<file path="src/rtl/fp_div_pkg.sv">
// Shared types, flag positions and IEEE-754 constant patterns for the
// sequential FP divider and its rounding/packing stage.
package fp_div_pkg;

    typedef enum logic [1:0] {IDLE, DIVIDE, ROUND, DONE} state_t;

    localparam int FLG_INVALID   = 4;
    localparam int FLG_DIVZERO   = 3;
    localparam int FLG_OVERFLOW  = 2;
    localparam int FLG_UNDERFLOW = 1;
    localparam int FLG_INEXACT   = 0;

    // Patterns are built wide and size-cast by the user to 1+EXP_W+MAN_W bits.
    localparam int PAT_W = 128;

    function automatic int exp_bias(input int exp_w);
        return (1 << (exp_w - 1)) - 1;
    endfunction

    function automatic logic [PAT_W-1:0] inf_pattern(input int exp_w, input int man_w);
        logic [PAT_W-1:0] one;
        one = PAT_W'(1);
        return ((one << exp_w) - one) << man_w;
    endfunction

    function automatic logic [PAT_W-1:0] qnan_pattern(input int exp_w, input int man_w);
        logic [PAT_W-1:0] one;
        one = PAT_W'(1);
        return (((one << exp_w) - one) << man_w) | (one << (man_w - 1));
    endfunction

endpackage

</file>
<file path="src/rtl/fp_round_pack.sv">
// Normalises a 1.(MAN_W+2)-bit quotient, rounds to nearest-even and packs
// the IEEE word with overflow/underflow (flush-to-zero) and inexact flags.
module fp_round_pack
    import fp_div_pkg::*;
#(
    parameter int EXP_W = 8,
    parameter int MAN_W = 23
) (
    input  logic                     sign,
    input  logic signed [EXP_W+1:0]  exp_in,
    input  logic [MAN_W+2:0]         quo,
    input  logic                     rem_nz,
    output logic [EXP_W+MAN_W:0]     word,
    output logic                     overflow,
    output logic                     underflow,
    output logic                     inexact
);

    localparam logic [EXP_W+MAN_W-1:0] INF_MAG = (EXP_W+MAN_W)'(inf_pattern(EXP_W, MAN_W));
    localparam logic signed [EXP_W+1:0] ONE_S   = (EXP_W+2)'(1);
    localparam logic signed [EXP_W+1:0] ZERO_S  = (EXP_W+2)'(0);
    localparam logic signed [EXP_W+1:0] EXP_MAX = (EXP_W+2)'((1 << EXP_W) - 1);

    logic [MAN_W-1:0]        man;
    logic [MAN_W-1:0]        man_r;
    logic                    carry;
    logic                    guard;
    logic                    sticky;
    logic                    round_up;
    logic signed [EXP_W+1:0] exp_n;
    logic signed [EXP_W+1:0] exp_r;

    always_comb begin
        // A quotient below 1.0 is shifted up one place and the exponent drops by one.
        if (quo[MAN_W+2]) begin
            man    = quo[MAN_W+1:2];
            guard  = quo[1];
            sticky = quo[0] | rem_nz;
            exp_n  = exp_in;
        end else begin
            man    = quo[MAN_W:1];
            guard  = quo[0];
            sticky = rem_nz;
            exp_n  = exp_in - ONE_S;
        end

        round_up       = guard & (sticky | man[0]);
        {carry, man_r} = {1'b0, man} + (MAN_W+1)'(round_up);
        exp_r          = carry ? exp_n + ONE_S : exp_n;

        overflow  = (exp_r >= EXP_MAX);
        underflow = (exp_r <= ZERO_S);
        inexact   = overflow | underflow | guard | sticky;

        if (overflow) begin
            word = {sign, INF_MAG};
        end else if (underflow) begin
            word = {sign, {(EXP_W+MAN_W){1'b0}}};
        end else begin
            word = {sign, exp_r[EXP_W-1:0], man_r};
        end
    end

endmodule

</file>
<file path="src/rtl/fp_div_seq.sv">
// Multi-cycle IEEE-754 divider: radix-2 restoring mantissa division, one
// quotient bit per cycle, fixed latency, valid/ready on both sides.
module fp_div_seq
    import fp_div_pkg::*;
#(
    parameter int EXP_W = 8,
    parameter int MAN_W = 23
) (
    input  logic                   clk,
    input  logic                   rst,
    input  logic                   in_valid,
    output logic                   in_ready,
    input  logic [EXP_W+MAN_W:0]   in_a,
    input  logic [EXP_W+MAN_W:0]   in_b,
    output logic                   out_valid,
    input  logic                   out_ready,
    output logic [EXP_W+MAN_W:0]   out_data,
    output logic [4:0]             out_flags
);

    localparam int W     = 1 + EXP_W + MAN_W;
    localparam int CNT_W = $clog2(MAN_W + 3);
    localparam logic [CNT_W-1:0]        LAST_STEP = CNT_W'(MAN_W + 2);
    localparam logic [EXP_W-1:0]        EXP_ONES  = '1;
    localparam logic signed [EXP_W+1:0] BIAS      = (EXP_W+2)'(exp_bias(EXP_W));
    localparam logic [W-1:0]            QNAN      = W'(qnan_pattern(EXP_W, MAN_W));
    localparam logic [W-2:0]            INF_MAG   = (W-1)'(inf_pattern(EXP_W, MAN_W));

    state_t                  state_reg;
    logic [CNT_W-1:0]        cnt_reg;
    logic                    in_ready_reg;
    logic                    out_valid_reg;
    logic [W-1:0]            out_data_reg;
    logic [4:0]              out_flags_reg;

    logic                    sign_reg;
    logic signed [EXP_W+1:0] exp_reg;
    logic [MAN_W:0]          mb_reg;
    logic [MAN_W+1:0]        rem_reg;
    logic [MAN_W+2:0]        quo_reg;
    logic                    spec_reg;
    logic [W-1:0]            spec_word_reg;
    logic [4:0]              spec_flags_reg;

    // Operand classification for the capture cycle (subnormals read as zero).
    logic [EXP_W-1:0] ea, eb;
    logic [MAN_W-1:0] fa, fb;
    logic             sign_in;
    logic             nan_a, nan_b, inf_a, inf_b, zero_a, zero_b;
    logic             spec_next;
    logic [W-1:0]     spec_word_next;
    logic [4:0]       spec_flags_next;
    logic signed [EXP_W+1:0] exp_next;

    always_comb begin
        ea      = in_a[W-2:MAN_W];
        eb      = in_b[W-2:MAN_W];
        fa      = in_a[MAN_W-1:0];
        fb      = in_b[MAN_W-1:0];
        sign_in = in_a[W-1] ^ in_b[W-1];
        nan_a   = (ea == EXP_ONES) && (fa != '0);
        nan_b   = (eb == EXP_ONES) && (fb != '0);
        inf_a   = (ea == EXP_ONES) && (fa == '0);
        inf_b   = (eb == EXP_ONES) && (fb == '0);
        zero_a  = (ea == '0);
        zero_b  = (eb == '0);
        exp_next = $signed({2'b00, ea}) - $signed({2'b00, eb}) + BIAS;

        spec_next       = 1'b1;
        spec_word_next  = '0;
        spec_flags_next = '0;
        if (nan_a || nan_b || (zero_a && zero_b) || (inf_a && inf_b)) begin
            spec_word_next               = QNAN;
            spec_flags_next[FLG_INVALID] = 1'b1;
        end else if (inf_a) begin
            spec_word_next = {sign_in, INF_MAG};
        end else if (zero_b) begin
            spec_word_next               = {sign_in, INF_MAG};
            spec_flags_next[FLG_DIVZERO] = 1'b1;
        end else if (inf_b || zero_a) begin
            spec_word_next = {sign_in, {(W-1){1'b0}}};
        end else begin
            spec_next = 1'b0;
        end
    end

    // Restoring step: trial-subtract the divisor, keep the difference when it
    // is non-negative, and shift the partial remainder for the next bit.
    logic [MAN_W+2:0] trial;
    logic             q_bit;
    logic [MAN_W+1:0] rem_next;

    always_comb begin
        trial    = {1'b0, rem_reg} - {2'b00, mb_reg};
        q_bit    = ~trial[MAN_W+2];
        rem_next = (q_bit ? trial[MAN_W+1:0] : rem_reg) << 1;
    end

    logic [W-1:0] rp_word;
    logic         rp_overflow, rp_underflow, rp_inexact;
    logic [4:0]   calc_flags;

    fp_round_pack #(
        .EXP_W(EXP_W),
        .MAN_W(MAN_W)
    ) u_round_pack (
        .sign      (sign_reg),
        .exp_in    (exp_reg),
        .quo       (quo_reg),
        .rem_nz    (rem_reg != '0),
        .word      (rp_word),
        .overflow  (rp_overflow),
        .underflow (rp_underflow),
        .inexact   (rp_inexact)
    );

    always_comb begin
        calc_flags                = '0;
        calc_flags[FLG_OVERFLOW]  = rp_overflow;
        calc_flags[FLG_UNDERFLOW] = rp_underflow;
        calc_flags[FLG_INEXACT]   = rp_inexact;
    end

    always_ff @(posedge clk) begin
        if (rst) begin
            state_reg     <= IDLE;
            cnt_reg       <= '0;
            in_ready_reg  <= 1'b0;
            out_valid_reg <= 1'b0;
            out_data_reg  <= '0;
            out_flags_reg <= '0;
        end else begin
            case (state_reg)
                IDLE: begin
                    in_ready_reg <= 1'b1;
                    if (in_valid && in_ready_reg) begin
                        in_ready_reg   <= 1'b0;
                        sign_reg       <= sign_in;
                        exp_reg        <= exp_next;
                        mb_reg         <= {1'b1, fb};
                        rem_reg        <= {2'b01, fa};
                        quo_reg        <= '0;
                        spec_reg       <= spec_next;
                        spec_word_reg  <= spec_word_next;
                        spec_flags_reg <= spec_flags_next;
                        cnt_reg        <= '0;
                        state_reg      <= DIVIDE;
                    end
                end
                DIVIDE: begin
                    rem_reg <= rem_next;
                    quo_reg <= {quo_reg[MAN_W+1:0], q_bit};
                    cnt_reg <= cnt_reg + 1'b1;
                    if (cnt_reg == LAST_STEP) begin
                        state_reg <= ROUND;
                    end
                end
                ROUND: begin
                    out_data_reg  <= spec_reg ? spec_word_reg  : rp_word;
                    out_flags_reg <= spec_reg ? spec_flags_reg : calc_flags;
                    out_valid_reg <= 1'b1;
                    state_reg     <= DONE;
                end
                DONE: begin
                    if (out_ready) begin
                        out_valid_reg <= 1'b0;
                        in_ready_reg  <= 1'b1;
                        state_reg     <= IDLE;
                    end
                end
                default: state_reg <= IDLE;
            endcase
        end
    end

    assign in_ready  = in_ready_reg;
    assign out_valid = out_valid_reg;
    assign out_data  = out_data_reg;
    assign out_flags = out_flags_reg;

endmodule

</file>
<file path="config.mk">
export PLATFORM = sky130hd
export DESIGN_NAME = fp_div_seq
export DESIGN_NICKNAME = d
export VERILOG_FILES = /design/src/rtl/fp_div_pkg.sv /design/src/rtl/fp_round_pack.sv /design/src/rtl/fp_div_seq.sv
export SDC_FILE = /design/constraint.sdc
export NUM_CORES = 1
export LEC_CHECK = 0
export CAP_MARGIN = 30
export CORE_UTILIZATION = 45
export CTS_BUF_LIST = sky130_fd_sc_hd__clkbuf_8
export DETAILED_ROUTE_END_ITERATION = 8
export GPL_ROUTABILITY_DRIVEN = 1
export GPL_TIMING_DRIVEN = 0
export PLACE_DENSITY = 0.67
export SLEW_MARGIN = 20
export SYNTH_ARGS = -nofsm -noshare
export SYNTH_HDL_FRONTEND = slang
export SYNTH_SLANG_ARGS = --single-unit
</file>
<file path="constraint.sdc">
create_clock -name clk -period 5 [get_ports clk]
set_input_delay 1 -clock clk [delete_from_list [all_inputs] [get_ports clk]]
set_output_delay 1 -clock clk [all_outputs]
set_load 0.01 [all_outputs]
</file>
## Word-level counts from Yosys, hierarchy flattened

Cells that the tools add are included.

| operators by class | value |
|---|---|
| reduce and logical (&&, ||, !) cells | 30 |
| equality and inequality tests | 9 |
| bitwise operators | 9 |
| mux-type cells | 31 |
| $add $sub $neg | 7 |
| order comparisons | 2 |

Operators with widths:

| cell | number |
|---|---|
| $mux 32 | 4 |
| $mux 31 | 2 |
| $pmux 26 s2 | 1 |
| $pmux 25 s2 | 1 |
| $logic_not 23->1 | 2 |
| $reduce_bool 23->1 | 2 |
| $mux 26 | 1 |
| $sub 25x24->26 | 1 |
| $mux 25 | 1 |
| $reduce_bool 25->1 | 1 |
| $add 23x1->24 | 1 |
| $mux 24 | 1 |
| $mux 23 | 1 |
| $mux 10 | 2 |
| $eq 8x8->1 const B | 2 |
| $logic_not 8->1 | 2 |
| $add 10x2->10 const B | 1 |
| $add 9x8->10 const B | 1 |
| $ge 10x9->1 const B | 1 |
| $le 10x1->1 const B | 1 |
| $mux 5 | 2 |
| $pmux 5 s2 | 1 |
| $sub 10x2->10 const B | 1 |
| $reduce_and 3->1 | 3 |
| 21 further kinds | 52 |

| word-level totals | value |
|---|---|
| bits in registers | 166 |
| output and inout port bits | 39 |
| word-level logic and storage cells | 104 |
| input port bits | 68 |

## Logic depth before layout (Yosys ltp)

| depth | value |
|---|---|
| depth after elaboration | 12 |
| gate-level depth with buffers | 17 |
| mapped depth without buffers | 13 |

## Modules after synthesis

From an unflattened synthesis, not the netlist that was laid out.

| unflattened totals | value |
|---|---|
| cell total of the unflattened synthesis | 1034 |
| area, all modules | 9283.9 µm² |

By module, submodules not included:

| module | cells an instance | area each (µm²) | instances | sequential area each (µm²) |
|---|---|---|---|---|
| fp_div_seq | 748 | 7412.1 | 1 | 3653.5 |
| fp_round_pack | 286 | 1871.8 | 1 | 0.0 |

## Worst setup path after synthesis

Ideal clock, no wire load.

| timing path | value |
|---|---|
| path type | input port to flip-flop |
| start point | input rst |
| end point | register quo_reg[0] (enable) |
| setup time | 460 ps |
| data arrival time | 3548 ps |
| path buffers | 2 |
| slack | 992 ps |
| required time | 4540 ps |
| stages | 3 |
| cells stage by stage | clkbuf_1 clkbuf_1 nor2_1 |

| between the ends | value |
|---|---|
| cells in the longest elaborated chain, start to end | 2 |

Ends and longest elaborated chain:

| item | line | text |
|---|---|---|
| start, declared | fp_div_seq.sv:10 | `input logic rst,` |
| $not 1->1 (no line) | n/a |  |
| $reduce_and 3->1 (no line) | n/a |  |
| end signal, assigned | fp_div_seq.sv:152 | `quo_reg <= {quo_reg[MAN_W+1:0], q_bit};` |
| end, declared | fp_div_seq.sv:40 | `logic [MAN_W+2:0] quo_reg;` |

Every way passes these cells.
A chain may end at the register's enable or synchronous reset.

## Worst setup path in the final report

| timing path | value |
|---|---|
| start point | register exp_reg[0] |
| end point | register out_data_reg[21] (netlist: out_data[21]) |

| between the ends | value |
|---|---|
| cells in the longest elaborated chain, start to end | 8 |
| elaborated cells on any way between the ends | 9 |
| classes of those cells | 2 x add/sub; 2 x order compare; 5 x mux |

Ends and longest elaborated chain:

| item | line | text |
|---|---|---|
| start, declared | fp_div_seq.sv:37 | `logic signed [EXP_W+1:0] exp_reg;` |
| start signal, assigned | fp_div_seq.sv:139 | `exp_reg <= exp_next;` |
| $sub 10x2->10 | fp_round_pack.sv:44 | `exp_n = exp_in - ONE_S;` |
| $mux 10 (*) | fp_round_pack.sv:35 | `if (quo[MAN_W+2]) begin` |
| $add 10x2->10 | fp_round_pack.sv:49 | `exp_r = carry ? exp_n + ONE_S : exp_n;` |
| $mux 10 (*) | fp_round_pack.sv:49 |  |
| $le 10x1->1 | fp_round_pack.sv:52 | `underflow = (exp_r <= ZERO_S);` |
| $mux 31 | fp_round_pack.sv:57 | `end else if (underflow) begin` |
| $mux 31 (*) | fp_round_pack.sv:55 | `if (overflow) begin` |
| $mux 32 (*) | fp_div_seq.sv:159 | `out_data_reg <= spec_reg ? spec_word_reg : rp_word;` |
| end signal, assigned | fp_div_seq.sv:159 |  |
| end, declared | fp_div_seq.sv:33 | `logic [W-1:0] out_data_reg;` |

Mark *: on every way between the ends. The rest lies on a longest branch, timed or not.

==> flow_metrics.py <==
metrics = {
    "synthesis": {
        "yosys.area.top_type": "edfxtp_1",
        "synth_cell_type_count": 71,
        "synth-edff-count": 91,
        "synth_compound_area_frac": 0.1603,
        "yosysSeqAreaShare": 0.4146,
        "yosys_warnings": 0,
        "async_reset_ff_frac": 0,
        "synth_xor_area_frac": 0.08150,
        "synthTopCellsByCount": "edfxtp_1, nor2_1, a21oi_1",
        "postSynthCellCount": 926,
        "synth_top_family_by_area": "simple AND/OR/NAND/NOR gates",
        "netlist_area_sq_mm": 0.008812,
        "synthAdderAreaFrac": 0.06276,
        "ys.flop_type": "edfxtp_1",
        "avgSynthCellArea_sq_um": 9.516,
        "ys_seq_elements": 137,
        "yosys-top-cells-area": "edfxtp_1, dfxtp_1, ha_1",
        "synthMostInstantiatedCell": "edfxtp_1",
        "muxShareOfSynthArea": 0.05225,
        "synth.net_count": 1037,
        "synth_top_area_frac": 0.3101,
        "synthSimpleGateAreaFrac": 0.1853,
    },
    "grt": {
        "grtUsageTotal": 0.2275,
        "antenna_found_initial": 0,
        "grt_use_met1": 0.3108,
        "grt_util_met3": 0.04240,
        "first_global_vias": 7098,
        "grt_overflow": 0,
        "grt_max_degree": 25,
        "grt_pass1_wl_microns": 35770,
        "top_usage_layer": "met2",
        "met2_usage": 0.3627,
    },
    "floorplan": {
        "fp.dieW_microns": 141.9,
        "core_area_sq_mm": 0.01896,
        "pin_count": 107,
        "dieArea_sq_mm": 0.02015,
        "die_h_microns": 141.9,
        "start_util": 0.4649,
        "rows": 50,
    },
    "setup_path": {
        "end_kind": "flop",
        "required_ns": 5.34,
        "critPathKind": "reg2reg",
        "cp-start-kind": "flop",
        "worst-endpoint-arrival_ns": 4.70,
        "cp_max_fo": 10,
    },
    "clock_network": {
        "cts_root_buffer": "clkbuf_8",
        "cts_buffers": 17,
        "ctsHoldBuffers": 0,
        "worstSkewPairLatency_ns": 0.45,
        "cts_tree": "yes",
        "cts.sinks": 137,
        "cts.clk_slew.worst_paths_ns": 0.08,
        "cts_max_level": 4,
        "clock_path_buffers": 2,
    },
    "timing": {
        "skew_ns": 0.01397,
        "rsz0062_at_grt": "false",
        "finalSetupViolations": 0,
        "fin_tns_setup_ns": 0,
        "fmax_mhz": 229.4,
        "period_minus_slack_ns": 4.360,
        "slew_headroom": 0.4222,
        "finalCritPeriodShare": 0.8720,
        "finalWorstSetupSlack_ns": 0.6400,
        "hold_viol_final": 0,
        "final_max_slew_viol_count": 0,
        "worst_pin_slew_ns": 0.8667,
    },
    "cells_and_area": {
        "synthToLayoutAreaGrowth_pct": 21.33,
        "nets": 1164,
        "final_util": 0.5640,
        "fin_cells": 1326,
        "drive_gt1_frac": 0.06285,
        "num_antenna_cells": 0,
        "fin_area_sq_mm": 0.01069,
        "largest_register_ffs": 32,
    },
    "place": {
        "place_hpwl_microns": 16620,
        "place_inst": 1294,
        "dpl_worst_slack_ns": -0.6094,
        "globalplace.congestion": 0.8982,
        "placed_area_sq_mm": 0.01028,
        "io_buffers": 105,
    },
    "route": {
        "vias_per_cell": 5.553,
        "vias": 7363,
        "routed_wirelength_microns": 21580,
        "avgRoutedWirePerCell_microns": 16.27,
        "drtAntennaViolNets": 0,
        "drc_errors": 0,
        "drtIter0Drc": 536,
        "dr.pass1.iters": 5,
    },
    "pwr": {
        "leakage_uw": 0.003959,
        "ir_drop_v": 0.0002246,
        "powerDensity_mw_per_mm2": 415.3,
    },
    "run_status": {
        "status": "completed",
    },
    "flow_run": {
        "maxCapViolCount": 0,
    },
    "min_path": {
        "hp-class": "reg2reg",
    },
}
==> layer usage <==
| layer | wire length [microns] | part of all wire |
|---|---|---|
| met5 | 0 | 0 |
| met4 | 451 | 0.021 |
| met3 | 974 | 0.045 |
| met2 | 9981 | 0.46 |
| met1 | 10170 | 0.47 |
==> where the power goes <==
group | internal, uW | leakage [uW] | switching [uW]
Clock | 464 | 0.000200 | 449
Combinational | 799 | 0.00255 | 1050
Sequential | 1490 | 0.00121 | 189
==> through the flow <==
step / hold slack, ns / total power, uW
final: 0.4696 / 4440
after detailed placement: 0.4502 / 3536
after floorplan: 0.4762 / 2972
after global routing: 0.4937 / 4749
after global placement: 0.4509 / 3478
after CTS: 0.4673 / 4450
==> final cells by class <==
type                            instances  area (sq um)
Sequential cell                       137          3654
Buffer                                 37         167.7
Multi-Input combinational cell        694          4810
Timing Repair Buffer                  109          1131
Tap cell                              260         325.3
Clock inverter                         13         128.9
Clock buffer                           19         261.5
Inverter                               57         214.0
Fill cell                            1687          8264
==> kinds of logic (layout without fill, tap and decap cells) <==
| group | count (synthesis) | count (layout) |
|---|---|---|
| AND/OR/NAND/NOR | 317 | 317 |
| AO/OA/AOI/OAI | 207 | 207 |
| flip-flops | 137 | 137 |
| buffers and inverters | 95 | 235 |
| XOR/XNOR | 82 | 82 |
| multiplexers | 45 | 45 |
| adder cells (fa/ha/maj) | 43 | 43 |
==> timing repair <==
item | CTS | global route
endpoints found under the hold margin | 0 | 0
cloned | 0 | 0
buffers inserted | 0 | 0
setup endpoints to repair | 2 | 1
gates resized for setup | 3 | 3
==> layout by cell type (no fill, tap or decap), drive strengths merged, types with 10 or more instances in the layout <==
cell type      Yosys  layout
clkdlybuf4s50      0     105
mux2i             37      37
xnor2             45      45
nor4              28      28
dfxtp             46      46
nor2              89      89
a211oi            11      11
a21oi             63      63
xor2              37      37
inv               57      60
a22o              20      20
nor2b             12      12
a31oi             12      12
and2              31      31
and3              12      12
nor3              14      14
clkbuf            31      50
nand3             20      20
a21o              12      12
o21ai             27      27
buf                7      10
edfxtp            91      91
nand2             61      61
nand4             18      18
ha                41      41
==> critical path, cell delays in order, from the launching register on <==
cell and delay (ns):
edfxtp_1 0.47, clkbuf_1 0.25, inv_1 0.13, ha_1 0.25, or4b_1 0.45, clkbuf_1 0.25, or4_1 0.48, a222oi_1 0.30
nand4b_1 0.20, xnor2_1 0.47, nor2_1 0.24, and3_4 0.22, and3_4 0.20, buf_6 0.14, a22o_1 0.21
==> path summary, 6_finish.rpt <==
kind                                   start           end  slack [ns]  cells after the start
worst max-delay path              exp_reg[0]  out_data[21]        0.64                     14
worst max register to register    exp_reg[0]  out_data[21]        0.64                     14
worst min-delay path            out_flags[4]  out_flags[4]        0.47                      2
worst min register to register  out_flags[4]  out_flags[4]        0.47                      2
Power figures use the tool's default switching activity.
